## src/rtl/ship_controller_pkg.sv

```systemverilog
// Shared screen geometry and ship FSM state type for the space game blocks.
package space_pkg;
    localparam int H_RES        = 640;
    localparam int V_RES        = 480;
    localparam int SCREEN_CORDW = 16;
    localparam int SHIP_W_PIX   = 68;
    localparam int SHIP_Y       = 300;

    typedef enum logic [1:0] {
        ST_WAIT = 2'd0,
        ST_CALC = 2'd1,
        ST_MOVE = 2'd2
    } ship_state_t;
endpackage

```

## src/rtl/ship_controller_if.sv

```systemverilog
// Ship controller bus: frame/tilt/button inputs and ship position/fire outputs.
interface ship_if #(
    parameter int CORDW = space_pkg::SCREEN_CORDW
);
    // frame and accel_valid are one-cycle strobes with no ready; the controller
    // always accepts them (a frame outside WAIT is dropped by design).
    logic                    frame;
    logic                    accel_valid;
    logic signed [15:0]      accel_x;
    logic                    fire_n;
    logic        [CORDW-1:0] ship_x;
    logic        [CORDW-1:0] ship_y;
    logic                    fire;
    logic                    stale;

    modport master (
        output frame, accel_valid, accel_x, fire_n,
        input  ship_x, ship_y, fire, stale
    );

    modport slave (
        input  frame, accel_valid, accel_x, fire_n,
        output ship_x, ship_y, fire, stale
    );
endinterface

```

## src/rtl/ship_controller_debounce.sv

```systemverilog
// Two-flop synchronizer plus level debouncer for active-low push buttons.
module debounce #(
    parameter int STABLE_CYC = 250000
) (
    input  logic clk,
    input  logic rst_n,
    input  logic raw,
    output logic level
);
    localparam int CW = $clog2(STABLE_CYC + 1);

    logic          sync1;
    logic          sync2;
    logic [CW-1:0] cnt;

    // A new level is taken only once it has differed from the current one
    // for STABLE_CYC consecutive synchronized samples.
    always_ff @(posedge clk or negedge rst_n) begin
        if (!rst_n) begin
            sync1 <= 1'b1;
            sync2 <= 1'b1;
            level <= 1'b1;
            cnt   <= '0;
        end else begin
            sync1 <= raw;
            sync2 <= sync1;
            if (sync2 == level) begin
                cnt <= '0;
            end else if (cnt == CW'(STABLE_CYC - 1)) begin
                level <= sync2;
                cnt   <= '0;
            end else begin
                cnt <= cnt + 1'b1;
            end
        end
    end
endmodule

```

## src/rtl/ship_controller.sv

```systemverilog
// Tilt-driven ship position controller with debounced, rate-limited fire button.
module ship_controller
    import space_pkg::*;
#(
    parameter int H_RES         = space_pkg::H_RES,
    parameter int SCREEN_CORDW  = space_pkg::SCREEN_CORDW,
    parameter int SHIP_W_PIX    = space_pkg::SHIP_W_PIX,
    parameter int SHIP_Y        = space_pkg::SHIP_Y,
    parameter int DEAD_ZONE     = 16,
    parameter int SPEED_SHIFT   = 5,
    parameter int MAX_STEP      = 8,
    parameter int STALE_FRAMES  = 8,
    parameter int DEBOUNCE_CYC  = 250000,
    parameter int FIRE_COOLDOWN = 30
) (
    input  logic        clk_pix,
    input  logic        rst_n,
    ship_if.slave       bus,
    output ship_state_t state
);
    localparam int X_MAX = H_RES - SHIP_W_PIX;
    localparam int SW    = SCREEN_CORDW + 2;
    localparam int SCW   = $clog2(STALE_FRAMES + 1);
    localparam int CDW   = $clog2(FIRE_COOLDOWN + 1);

    ship_state_t              state_q, state_d;
    logic signed [15:0]       sample_q, tilt_q, step_q, step_d, shifted;
    logic signed [16:0]       tilt_ext, tilt_abs;
    logic        [SCW-1:0]    stale_cnt_q;
    logic                     stale_now;
    logic        [SCREEN_CORDW-1:0] x_q, x_d;
    logic signed [SW-1:0]     sum;
    logic        [CDW-1:0]    cooldown_q;
    logic                     btn_level, btn_level_d, press, fire_q;

    assign stale_now = (stale_cnt_q == SCW'(STALE_FRAMES));

    always_comb begin
        state_d = state_q;
        case (state_q)
            ST_WAIT: if (bus.frame) state_d = ST_CALC;
            ST_CALC: state_d = ST_MOVE;
            ST_MOVE: state_d = ST_WAIT;
            default: state_d = ST_WAIT;
        endcase
    end

    // Tilt to per-frame step: dead zone, arithmetic scale, symmetric saturation.
    always_comb begin
        tilt_ext = {tilt_q[15], tilt_q};
        tilt_abs = tilt_ext[16] ? -tilt_ext : tilt_ext;
        shifted  = tilt_q >>> SPEED_SHIFT;
        step_d   = shifted;
        if (tilt_abs < 17'(DEAD_ZONE))        step_d = '0;
        else if (shifted > 16'(MAX_STEP))     step_d = 16'(MAX_STEP);
        else if (shifted < -16'(MAX_STEP))    step_d = -16'(MAX_STEP);
    end

    // Widened signed sum so a left move from column 0 cannot wrap.
    always_comb begin
        sum = $signed({2'b00, x_q}) + SW'(step_q);
        x_d = sum[SCREEN_CORDW-1:0];
        if (sum[SW-1])                x_d = '0;
        else if (sum > SW'(X_MAX))    x_d = SCREEN_CORDW'(X_MAX);
    end

    always_ff @(posedge clk_pix or negedge rst_n) begin
        if (!rst_n) begin
            state_q     <= ST_WAIT;
            sample_q    <= '0;
            stale_cnt_q <= SCW'(STALE_FRAMES);
            tilt_q      <= '0;
            step_q      <= '0;
            x_q         <= SCREEN_CORDW'(X_MAX / 2);
        end else begin
            state_q <= state_d;
            if (bus.accel_valid) begin
                sample_q    <= bus.accel_x;
                stale_cnt_q <= '0;
            end else if (bus.frame && !stale_now) begin
                stale_cnt_q <= stale_cnt_q + 1'b1;
            end
            // Snapshot at the frame edge so a coincident sample waits a frame.
            if (state_q == ST_WAIT && bus.frame) tilt_q <= stale_now ? '0 : sample_q;
            if (state_q == ST_CALC) step_q <= step_d;
            if (state_q == ST_MOVE) x_q <= x_d;
        end
    end

    debounce #(
        .STABLE_CYC(DEBOUNCE_CYC)
    ) u_fire_db (
        .clk  (clk_pix),
        .rst_n(rst_n),
        .raw  (bus.fire_n),
        .level(btn_level)
    );

    assign press = btn_level_d & ~btn_level;

    always_ff @(posedge clk_pix or negedge rst_n) begin
        if (!rst_n) begin
            btn_level_d <= 1'b1;
            fire_q      <= 1'b0;
            cooldown_q  <= '0;
        end else begin
            btn_level_d <= btn_level;
            fire_q      <= press && (cooldown_q == '0);
            if (press && (cooldown_q == '0))
                cooldown_q <= CDW'(FIRE_COOLDOWN);
            else if (bus.frame && (cooldown_q != '0))
                cooldown_q <= cooldown_q - 1'b1;
        end
    end

    assign bus.ship_x = x_q;
    assign bus.ship_y = SCREEN_CORDW'(SHIP_Y);
    assign bus.fire   = fire_q;
    assign bus.stale  = stale_now;
    assign state      = state_q;
endmodule

```

## src/flat_wrapper.sv

```systemverilog
// flat-port wrapper written by rule: the top's interface ports become plain ports
module ship_controller_flat import space_pkg::*;
#(
    parameter int H_RES         = space_pkg::H_RES,
    parameter int SCREEN_CORDW  = space_pkg::SCREEN_CORDW,
    parameter int SHIP_W_PIX    = space_pkg::SHIP_W_PIX,
    parameter int SHIP_Y        = space_pkg::SHIP_Y,
    parameter int DEAD_ZONE     = 16,
    parameter int SPEED_SHIFT   = 5,
    parameter int MAX_STEP      = 8,
    parameter int STALE_FRAMES  = 8,
    parameter int DEBOUNCE_CYC  = 250000,
    parameter int FIRE_COOLDOWN = 30
)
  (clk_pix, rst_n, state, bus_frame, bus_accel_valid, bus_accel_x, bus_fire_n, bus_ship_x, bus_ship_y, bus_fire, bus_stale);
  ship_if bus_i ();
  input  logic clk_pix;
  input  logic rst_n;
  output ship_state_t state;
  input wire logic [$bits(bus_i.frame)-1:0] bus_frame;
  input wire logic [$bits(bus_i.accel_valid)-1:0] bus_accel_valid;
  input wire logic [$bits(bus_i.accel_x)-1:0] bus_accel_x;
  input wire logic [$bits(bus_i.fire_n)-1:0] bus_fire_n;
  output wire logic [$bits(bus_i.ship_x)-1:0] bus_ship_x;
  output wire logic [$bits(bus_i.ship_y)-1:0] bus_ship_y;
  output wire logic [$bits(bus_i.fire)-1:0] bus_fire;
  output wire logic [$bits(bus_i.stale)-1:0] bus_stale;
  assign bus_i.frame = bus_frame;
  assign bus_i.accel_valid = bus_accel_valid;
  assign bus_i.accel_x = bus_accel_x;
  assign bus_i.fire_n = bus_fire_n;
  assign bus_ship_x = bus_i.ship_x;
  assign bus_ship_y = bus_i.ship_y;
  assign bus_fire = bus_i.fire;
  assign bus_stale = bus_i.stale;
  ship_controller #(.H_RES(H_RES), .SCREEN_CORDW(SCREEN_CORDW), .SHIP_W_PIX(SHIP_W_PIX), .SHIP_Y(SHIP_Y), .DEAD_ZONE(DEAD_ZONE), .SPEED_SHIFT(SPEED_SHIFT), .MAX_STEP(MAX_STEP), .STALE_FRAMES(STALE_FRAMES), .DEBOUNCE_CYC(DEBOUNCE_CYC), .FIRE_COOLDOWN(FIRE_COOLDOWN)) u_core (.clk_pix(clk_pix), .rst_n(rst_n), .bus(bus_i), .state(state));
endmodule
```

## config.mk

```make
export PLATFORM = sky130hd
export DESIGN_NAME = ship_controller_flat
export DESIGN_NICKNAME = d
export VERILOG_FILES = /design/src/rtl/ship_controller_pkg.sv /design/src/rtl/ship_controller_if.sv /design/src/rtl/ship_controller_debounce.sv /design/src/rtl/ship_controller.sv /design/src/flat_wrapper.sv
export SDC_FILE = /design/constraint.sdc
export NUM_CORES = 1
export LEC_CHECK = 0
export ABC_CLOCK_PERIOD_IN_PS = 4500
export BUFFER_PORTS_ARGS = -buffer_cell sky130_fd_sc_hd__buf_2
export CORE_ASPECT_RATIO = 1.2
export CORE_MARGIN = 2
export CORE_UTILIZATION = 63
export DETAILED_ROUTE_END_ITERATION = 16
export HOLD_SLACK_MARGIN = 0.02
export PLACE_DENSITY = 0.86
export SLEW_MARGIN = 20
export SYNTH_ARGS = -nofsm -noshare
export SYNTH_HDL_FRONTEND = slang
export SYNTH_SLANG_ARGS = --single-unit
export TNS_END_PERCENT = 1
```

## constraint.sdc

```tcl
create_clock -name clk_pix -period 4.5 [get_ports clk_pix]
set_input_delay 0 -clock clk_pix [delete_from_list [all_inputs] [get_ports clk_pix]]
set_output_delay 0 -clock clk_pix [all_outputs]
set_load 0.02 [all_outputs]
```

==> flow_summary.yaml, run 1 <==
status:
  outcome: "complete, but fails checks"
  failed_checks: "DRC"
synthesis:
  synth_warnings: 0
  synth_common_cells: "dfrtp_1, nor2_1, nand2_1"
  synth-edff-count: 0
  synth_cells: 508
  ys_async_sr_fraction_pct: 100
  synthTopCellsByArea: "dfrtp_1, ha_1, dfstp_2, nor2_1, mux2_2"
  yosysTopAreaCell: "dfrtp_1"
  syn_area_mm2: 0.00506
  ys_ff_latch: 93
  synth_cell_types: 65
  synthFlopType: "dfrtp_1"
  yosysTopAreaCellShare_pct: 41.0
  synth.yosys.seq_area_share_pct: 46.2
  synth.most_common_cell: "dfrtp_1"
  synth_area_per_cell_um2: 9.97
cts:
  cts_buffer_depth: 2
  htreeDepth: 3
  clk_pin_slew_ns: 0.09
  postCtsSetupBuffers: 0
  insertion_delay_ns: 0.36
  cts_made_buffers: 9
  clock_sinks: 93
  cts-root-buf: "clkbuf_8"
  tritoncts: "done"
worst_setup_path:
  cp-endpoint: "u_core.bus.ship_x[7]"
  r2r_end: "u_core.bus.ship_x[7]"
  critical_path.startpoint_type: "register"
  crit_type: "register to register"
  rr_startpoint: "u_core.bus.ship_x[1]"
  cp_max_fo: 10
  r2r_slack_ns: 1.57
  worst-r2r-cell-count: 9
  arrival_ns: 3.24
  crit_path_end_kind: "register"
  critPathLaunch: "u_core.bus.ship_x[1]"
  required_ns: 4.80
sta:
  rsz0062_at_grt: "no"
  slew_viol_final: 0
  max_freq_mhz: 341
  slew_headroom_pct: 29.7
  setup_viol_count_final: 0
  fin_skew_ns: 0.00780
  finalCritPeriodShare_pct: 65.2
  period_needed_ns: 2.93
  worst_pin_slew_ns: 1.05
  finalSetupTns_ns: 0
  hold_viol: 0
floorplanning:
  pin_count: 57
  fp.dieArea_mm2: 0.00877
  start_util_pct: 65.3
  die_h_um: 102
  die_x_um: 85.8
  core_mm2: 0.00775
  rows: 35
routing:
  wire_per_inst_um: 15.5
  drtIter0Drc: 147
  viasPerCell: 5.84
  firstDrtPassIters: 11
  postRouteAntennaNets: 0
  vias: 3829
  drc_errors: 5
  routed_wl_um: 10200
power_and_ir_drop:
  combPwrFrac_pct: 37.8
  p_leak_nw: 2.59
  p_sw_mw: 1.07
  p_int_mw: 1.75
  clkPwrFrac_pct: 21.7
  p_sw_share_pct: 37.9
  seq_power_share_pct: 40.4
  ir_worst_vdd_mv: 0.281
  p_per_area_mw_per_mm2: 499
placed_design:
  hpwl_um: 7220
  globalplace.congestion: 0.934
  dp_cells: 621
  numPortBuffers: 40
global_route:
  track_usage_pct: 24.4
  grt_overflow: 0
  grt_first_pass_wirelength_um: 17000
  first_global_vias: 3763
  antenna_found_initial: 0
  grt_max_degree: 63
finish:
  area_delta_synth_final_pct: 11.6
  n_antenna_cell: 0
  drive_above_1_share_pct: 17.4
  nets: 603
  final_cells: 656
run:
  maxCapViolations: 0
worst_hold_path:
  hold_start: "bus_accel_valid"
  hold_class: "primary input to register"
-- registers in the layout, indices dropped and copies added, names as in the netlist --
signal                  cells
u_core.u_fire_db.sync1      1
u_core.cooldown_q           5
u_core.btn_level_d          1
u_core.stale_cnt_q          4
u_core.state                2
u_core.bus.fire             1
u_core.step_q              11
u_core.u_fire_db.level      1
u_core.tilt_q              16
u_core.u_fire_db.sync2      1
u_core.u_fire_db.cnt       18
u_core.sample_q            16
u_core.bus.ship_x          16
-- layer usage --
layer / track usage, % / vias to the layer above / wire, µm
li1: - / 1863 / -
met1: 29.2 / 1854 / 4290
met2: 44.2 / 90 / 5320
met3: 3.23 / 22 / 343
met4: 10.4 / 0 / 220
met5: 0 / - / 0
-- logic make-up (layout without fill, tap and decap cells) --
| group | after synthesis | after routing | share of synthesized area [%] |
|---|---|---|---|
| buffers and inverters | 55 | 97 | 5.51 |
| AOI/OAI and AO/OA | 110 | 110 | 15.0 |
| adders and majority gates | 23 | 23 | 5.83 |
| and+or+nand+nor | 170 | 170 | 16.8 |
| other | 2 | 16 | 0.148 |
| xor gates and xnor gates | 31 | 31 | 5.36 |
| muxes | 24 | 24 | 5.17 |
| DFF | 93 | 93 | 46.2 |
-- worst min path at each step --
stage                       endpoint  slack, ns  cells after the start
3_3_place_gp      u_core.sample_q[4]      -0.04                      1
2_1_floorplan        u_core.bus.fire      -0.30                      0
5_1_grt        u_core.stale_cnt_q[3]       0.09                      2
3_5_place_dp      u_core.sample_q[4]      -0.04                      1
6_report       u_core.stale_cnt_q[0]       0.08                      2
4_1_cts        u_core.stale_cnt_q[0]       0.07                      2
-- placed cells by master, fill, tap and decap left out, types with 15 or more instances in the layout --
| master | count |
|---|---|
| xnor2_1 | 21 |
| dfrtp_1 | 83 |
| a21oi_1 | 29 |
| conb_1 | 16 |
| inv_1 | 21 |
| nand3_1 | 15 |
| o21ai_0 | 18 |
| nor2_1 | 54 |
| ha_1 | 22 |
| a22o_1 | 17 |
| dlygate4sd3_1 | 19 |
| mux2_2 | 17 |
| nand2_1 | 36 |
| buf_2 | 39 |
-- stage by stage --
stage	cell area, µm²	power (mW)	utilization (%)	worst slack (ns)	hold slack, ns
finish	5650	2.82	72.9	1.57	0.0788
global route	5650	3.00	72.9	1.36	0.0904
CTS	5650	2.82	72.9	1.56	0.0659
detailed placement	5240	2.19	67.6	1.58	-0.0405
global placement	5240	2.15	67.6	1.66	-0.0424
floorplan	5110	1.95	-	1.73	-0.296
-- cell type report --
type	instances	area [µm²]
clock buffers	10	128
clock inverters	6	92.6
fillers	552	2100
inverters	21	78.8
multi-input cells	374	2500
flip-flops and latches	93	2340
well taps	92	115
repair buffers	60	400
-- what timing repair did --
action	in CTS	in global routing
hold buffers	19	0
hold endpoints to repair	50	0
resized for setup	0	0
-- power by group through the flow --
stage,Sequential [mW],Clock (mW),Combinational (mW)
floorplan,1.15,0,0.795
global placement,1.14,0,1.00
detailed placement,1.15,0,1.03
CTS,1.14,0.625,1.06
global route,1.16,0.657,1.18
finish,1.14,0.613,1.07
-- worst max-delay path: stages, from the launching register on --
cell and delay [ns]:
dfstp_2 0.57, inv_1 0.06, fa_1 0.44, nand2b_1 0.18, a211oi_2 0.25, o211ai_1 0.19
a31o_2 0.27, a221oi_1 0.26, o2111a_1 0.45, a31o_2 0.21
(Power assumes the default switching activity.)
==> inputs of run 2 (changes only) <==
--- a/config.mk
+++ b/config.mk
@@ -5,14 +5,14 @@
 export SDC_FILE = /design/constraint.sdc
 export NUM_CORES = 1
 export LEC_CHECK = 0
-export ABC_CLOCK_PERIOD_IN_PS = 4500
+export ABC_CLOCK_PERIOD_IN_PS = 2950
 export BUFFER_PORTS_ARGS = -buffer_cell sky130_fd_sc_hd__buf_2
 export CORE_ASPECT_RATIO = 1.2
 export CORE_MARGIN = 2
-export CORE_UTILIZATION = 63
+export CORE_UTILIZATION = 59
 export DETAILED_ROUTE_END_ITERATION = 16
 export HOLD_SLACK_MARGIN = 0.02
-export PLACE_DENSITY = 0.86
+export PLACE_DENSITY = 0.81
 export SLEW_MARGIN = 20
 export SYNTH_ARGS = -nofsm -noshare
 export SYNTH_HDL_FRONTEND = slang
==> constraint.sdc (replaced) <==
create_clock -name clk_pix -period 2.95 [get_ports clk_pix]
set_input_delay 0 -clock clk_pix [delete_from_list [all_inputs] [get_ports clk_pix]]
set_output_delay 0 -clock clk_pix [all_outputs]
set_load 0.02 [all_outputs]
==> run 2 against run 1 <==
Net effect: power increased by 50%; setup slack got worse by 1.5 ns; via count increased by 2.3%; sequential share of layout area decreased by 0.36 points; register-to-register slack got worse by 1.5 ns; maximum frequency increased by 3.3%; the run now ends clean; count of clock-buffer cells in the layout increased by 1; sequential cell count unchanged; first-iteration DRC count increased by 33%.
==> flow_summary.yaml, run 2 (synthesis results as in run 1) <==
finish:
  final_area_mm2: 0.00570
  nets: 607
  final_common_cell: "dfrtp_1"
  post-route-util_pct: 67.3
  largest_reg_flops: 18
  n_antenna_cell: 0
  largest_register: "u_core.u_fire_db.cnt"
  drive_above_1_share_pct: 19.0
  area_delta_synth_final_pct: 12.6
  final_cell_mix: "dfrtp_1, nor2_1, buf_2"
  final_cells: 685
routing:
  vias: 3917
  viasPerCell: 5.72
  postRouteAntennaNets: 0
  drc_errors: 0
  wire_per_inst_um: 15.4
  firstDrtPassIters: 4
  routed_wl_um: 10500
  drtIter0Drc: 195
worst_hold_path:
  min_delay_path_depth: 2
  hold_start: "bus_accel_valid"
  worstHoldEndpoint: "u_core.stale_cnt_q[2]"
  hold_class: "primary input to register"
cts:
  cts_buffer_depth: 2
  insertion_delay_ns: 0.37
  cts-root-buf: "clkbuf_8"
  clock_sinks: 93
  clk_pin_slew_ns: 0.09
  htreeDepth: 3
  tritoncts: "done"
  postCtsSetupBuffers: 0
  cts_made_buffers: 9
sta:
  worst_pin_slew_ns: 0.566
  setup_viol_count_final: 0
  slew_headroom_pct: 62.3
  finalCritPeriodShare_pct: 96.3
  period_needed_ns: 2.84
  timing.hold.ws_ns: 0.0528
  slew_viol_final: 0
  hold_viol: 0
  fin_skew_ns: 0.0145
  max_freq_mhz: 352
global_route:
  track_usage_pct: 23.5
  first_global_vias: 3847
  antenna_found_initial: 0
  grt_overflow: 0
  grt_max_degree: 45
  grt_first_pass_wirelength_um: 17100
worst_setup_path:
  rr_startpoint: "u_core.bus.ship_x[1]"
  r2r_end: "u_core.bus.ship_x[9]"
  worst-r2r-cell-count: 9
  arrival_ns: 3.10
  required_ns: 3.21
  crit_path_end_kind: "register"
  crit_type: "register to register"
  critical_path.startpoint_type: "register"
  cp_max_fo: 7
  r2r_slack_ns: 0.11
floorplanning:
  pin_count: 57
  start_util_pct: 59.8
  rows: 37
  die_x_um: 88.6
  core_mm2: 0.00847
  die_h_um: 105
  fp.dieArea_mm2: 0.00934
placed_design:
  numPortBuffers: 40
  dpl_cell_area_mm2: 0.00529
  hpwl_um: 7530
  dp_cells: 649
  globalplace.congestion: 0.955
run:
  maxCapViolations: 0
power_and_ir_drop:
  p_per_area_mw_per_mm2: 741
  ir_worst_vdd_mv: 0.405
  p_leak_nw: 2.61
status:
  outcome: "complete, no violations"
[run 2: cell count changes in the layout (fill, tap and decap cells not counted), moves of 2 or more]
cell and delta:
a21oi_2 +2, clkbuf_8 +2, clkinv_2 +3, o2111a_2 +2, bufinv_16 -2, a21oi_1 -2
buf_4 +3, clkinvlp_4 -2
[run 2: timing repair]
| item | in CTS | in global routing |
|---|---|---|
| hold buffers | 19 | 0 |
| endpoints found under the hold margin | 60 | 0 |
| setup endpoints to repair | 0 | 10 |
| gates resized for setup | 0 | 6 |
[run 2: report_power, final]
| part | internal (mW) | leakage, nW | switching (mW) |
|---|---|---|---|
| Combinational | 0.682 | 1.34 | 0.998 |
| Sequential | 1.52 | 1.17 | 0.220 |
| Clock | 0.354 | 0.0999 | 0.448 |
| Total | 2.56 | 2.61 | 1.67 |
[run 2: worst max path at each step]
stage                                 to  slack, ns                  from
floorplan           u_core.bus.ship_x[5]       0.18  u_core.bus.ship_x[1]
global placement    u_core.bus.ship_x[6]       0.11  u_core.bus.ship_x[1]
detailed placement  u_core.bus.ship_x[9]       0.06  u_core.bus.ship_x[1]
CTS                 u_core.bus.ship_x[9]       0.05  u_core.bus.ship_x[1]
global route        u_core.bus.ship_x[1]      -0.03  u_core.bus.ship_x[1]
finish              u_core.bus.ship_x[9]       0.11  u_core.bus.ship_x[1]
[run 2: metal layers]
layer | vias up | GRT usage, % | share of wire (%)
met2 | 119 | 38.9 | 52
met5 | - | 0 | 0
li1 | 1879 | - | -
met3 | 23 | 5.09 | 4.1
met4 | 0 | 10.4 | 2.6
met1 | 1896 | 29.3 | 41
[run 2: final cells by class]
| type | instances | area (µm²) |
|---|---|---|
| fill | 668 | 2770 |
| multi-input combinational | 375 | 2530 |
| sequential | 93 | 2340 |
| timing repair buffer | 63 | 423 |
| clock buffer | 11 | 151 |
| tap | 117 | 146 |
| inverter | 21 | 78.8 |
| clock inverter | 5 | 32.5 |
[run 2: worst max-delay path, stage by stage (launching register included)]
cell and delay (ns):
dfstp_2 0.57, inv_1 0.06, fa_1 0.44, nand2b_1 0.18, a211oi_2 0.25, o211ai_1 0.18
a221o_1 0.37, or3_4 0.39, a21oi_1 0.19, a21oi_1 0.10
[run 2: through the flow]
stage | setup TNS [ns] | setup WS [ns] | total power, mW
after floorplan | 0 | 0.177 | 2.97
after detailed placement | 0 | 0.0586 | 3.35
after global placement | 0 | 0.114 | 3.29
final | 0 | 0.108 | 4.22
after global routing | -0.106 | -0.0309 | 4.52
after CTS | 0 | 0.0462 | 4.18
==> inputs of run 3 (changes only) <==
--- a/config.mk
+++ b/config.mk
@@ -5,14 +5,17 @@
 export SDC_FILE = /design/constraint.sdc
 export NUM_CORES = 1
 export LEC_CHECK = 0
+export ABC_AREA = 1
 export ABC_CLOCK_PERIOD_IN_PS = 2950
 export BUFFER_PORTS_ARGS = -buffer_cell sky130_fd_sc_hd__buf_2
+export CAP_MARGIN = 40
 export CORE_ASPECT_RATIO = 1.2
 export CORE_MARGIN = 2
 export CORE_UTILIZATION = 59
 export DETAILED_ROUTE_END_ITERATION = 16
 export HOLD_SLACK_MARGIN = 0.02
 export PLACE_DENSITY = 0.81
+export RECOVER_POWER = 100
 export SLEW_MARGIN = 20
 export SYNTH_ARGS = -nofsm -noshare
 export SYNTH_HDL_FRONTEND = slang
==> run 3 against run 2 <==
Net effect: the run now ends with capacitance limit, slew limit left; largest power group unchanged; routed wire length increased by 7.9%; combinational power up 3%; hold slack improved by 0.063 ns.
==> flow_summary.yaml, run 3 <==
status:
  outcome: "complete, but fails checks"
  failed_checks: "capacitance limit, slew limit"
synthesis:
  synth_cell_types: 46
  synth.most_common_cell: "nand2_1"
  yosysTopAreaCell: "dfrtp_1"
  synth_cells: 687
  synth_area_per_cell_um2: 7.71
  synthFlopType: "dfrtp_1"
  ys_ff_latch: 93
  synth-edff-count: 0
  synth.yosys.seq_area_share_pct: 44.2
  synthTopCellsByArea: "dfrtp_1, nand2_1, inv_1, ha_1, dfstp_2"
  synth_common_cells: "nand2_1, inv_1, dfrtp_1"
  syn_area_mm2: 0.00529
  synth_warnings: 0
  ys_async_sr_fraction_pct: 100
  yosysTopAreaCellShare_pct: 39.2
finish:
  post-route-util_pct: 68.7
  area_delta_synth_final_pct: 12.4
  multiInputGateArea_mm2: 0.00237
  largest_reg_flops: 18
  drive_above_1_share_pct: 8.37
  n_antenna_cell: 0
  final_cell_mix: "nand2_1, inv_1, dfrtp_1"
  nets: 792
  regArea_mm2: 0.00234
  final_area_mm2: 0.00595
  largest_register: "u_core.u_fire_db.cnt"
  final_cells: 870
  nFillCells: 726
  final_common_cell: "nand2_1"
placed_design:
  place_ws_ns: 0.527
  dp_cells: 835
  globalplace.congestion: 0.949
  numPortBuffers: 40
  hpwl_um: 8240
  dpl_cell_area_mm2: 0.00558
cts:
  postCtsSetupBuffers: 0
  cts_buffer_depth: 2
  tritoncts: "done"
  htreeDepth: 3
  clock_sinks: 93
  clk_pin_slew_ns: 0.09
  cts-root-buf: "clkbuf_8"
  cts_made_buffers: 9
  ctsResizeCount: 0
  insertion_delay_ns: 0.37
worst_setup_path:
  required_ns: 3.21
  cp_max_fo: 6
  critical_path.startpoint_type: "register"
  rr_startpoint: "u_core.bus.ship_x[1]"
  arrival_ns: 2.80
  crit_path_end_kind: "register"
  r2r_slack_ns: 0.41
  crit_type: "register to register"
  worst-r2r-cell-count: 18
  r2r_end: "u_core.bus.ship_x[5]"
power_and_ir_drop:
  p_per_area_mw_per_mm2: 756
  ir_worst_vdd_mv: 0.501
  p_leak_nw: 3.04
sta:
  hold_viol: 0
  fin_ws_ns: 0.407
  slew_headroom_pct: -37.0
  worst_pin_slew_ns: 2.06
  max_freq_mhz: 393
  finalSetupTns_ns: 0
  period_needed_ns: 2.54
  setup_viol_count_final: 0
  finalCritPeriodShare_pct: 86.2
  rsz0062_at_grt: "no"
  slew_viol_final: 37
  fin_skew_ns: 0.0146
worst_hold_path:
  min_delay_path_depth: 3
  hold_start: "bus_accel_valid"
  hold_class: "primary input to register"
  worstHoldEndpoint: "u_core.sample_q[5]"
floorplanning:
  pin_count: 57
  die_h_um: 108
  die_x_um: 90.5
  fp.dieArea_mm2: 0.00975
  core_mm2: 0.00866
  rows: 37
  start_util_pct: 61.2
global_route:
  grt_max_degree: 56
  antenna_found_initial: 0
  grt_first_pass_wirelength_um: 19300
  track_usage_pct: 24.5
  first_global_vias: 4442
  grt_overflow: 0
routing:
  vias: 4569
  wire_per_inst_um: 13.0
  drtIter0Drc: 196
  viasPerCell: 5.25
  postRouteAntennaNets: 0
  routed_wl_um: 11400
  firstDrtPassIters: 6
  drc_errors: 0
run:
  maxCapViolations: 1
## run 3: changes by cell type in the layout (fill, tap and decap cells not counted), moves of 8 or more
cell / before / now
nand3_1: 15 / 49
nor3_1: 7 / 18
and2_1: 10 / 0
o22ai_1: 1 / 16
xnor2_1: 21 / 1
and3_1: 8 / 0
o21ai_0: 18 / 30
nand2_1: 36 / 168
a22o_1: 17 / 0
inv_1: 21 / 117
buf_2: 39 / 20
clkbuf_1: 0 / 24
mux2_2: 17 / 0
## run 3: worst max path at each step
| stage | from | endpoint | slack [ns] | cells after the start |
|---|---|---|---|---|
| global route | u_core.bus.ship_x[1] | u_core.bus.ship_x[0] | 0.11 | 17 |
| detailed placement | u_core.bus.ship_x[1] | u_core.bus.ship_x[5] | 0.53 | 18 |
| CTS | u_core.bus.ship_x[1] | u_core.bus.ship_x[5] | 0.50 | 18 |
| global placement | u_core.bus.ship_x[1] | u_core.bus.ship_x[9] | 0.58 | 18 |
| finish | u_core.bus.ship_x[1] | u_core.bus.ship_x[5] | 0.41 | 18 |
| floorplan | u_core.bus.ship_x[1] | u_core.bus.ship_x[5] | 0.64 | 18 |
## run 3: cell type report
cell class / instances / area share [%]
well taps: 117 / 2.46
multi-input cells: 463 / 39.8
clock buffers: 11 / 2.38
flip-flops and latches: 93 / 39.3
inverters: 118 / 7.45
clock inverters: 5 / 1.79
repair buffers: 63 / 6.79
## run 3: power breakdown
part	leakage, nW	internal [mW]	switching [mW]	total [mW]
Sequential	1.18	1.53	0.197	1.73
Clock	0.120	0.589	0.447	1.04
Combinational	1.73	0.593	1.14	1.73
Total	3.04	2.71	1.78	4.50
## run 3: kinds of logic after synthesis
logic type | count (synthesis) | share of synthesized area (%)
xor gates and xnor gates | 5 | 0.827
other | 2 | 0.142
adders and majority gates | 23 | 5.58
buffers and inverters | 145 | 11.4
and+or+nand+nor | 324 | 27.3
DFF | 93 | 44.2
AOI/OAI and AO/OA | 95 | 10.5
## run 3: through the flow
step	hold slack, ns	total power, mW
final	0.116	4.50
after global routing	0.167	4.83
after CTS	0.0904	4.54
after detailed placement	-0.00445	3.47
after global placement	0.106	3.39
after floorplan	-0.296	3.04
## run 3: critical path, stage by stage, from the launching register on
cell     delay [ns]
dfstp_2        0.56
inv_1          0.06
fa_1           0.43
inv_1          0.06
nand2_1        0.06
nand2_1        0.14
nand3_2        0.09
nand2_1        0.11
nand2_1        0.08
nand2_1        0.09
nand2_1        0.05
nand2_1        0.06
nand3_1        0.06
nor2_1         0.09
nand2_1        0.06
nand2_1        0.21
nand3_1        0.12
nand2_1        0.08
nand2_1        0.05
## run 3: layer usage
metal  global-route usage (%)  up-vias  share of wire (%)
met5                        0        -                  0
met4                     11.3        0                2.7
met3                     3.99       29                4.5
met2                     43.5      137                 51
met1                     29.1     2113                 42
li1                         -     2290                  -
## run 3: repair_timing
item / CTS / global route
endpoints found under the setup margin: 0 / 0
hold buffers: 19 / 0
endpoints found under the hold margin: 106 / 0
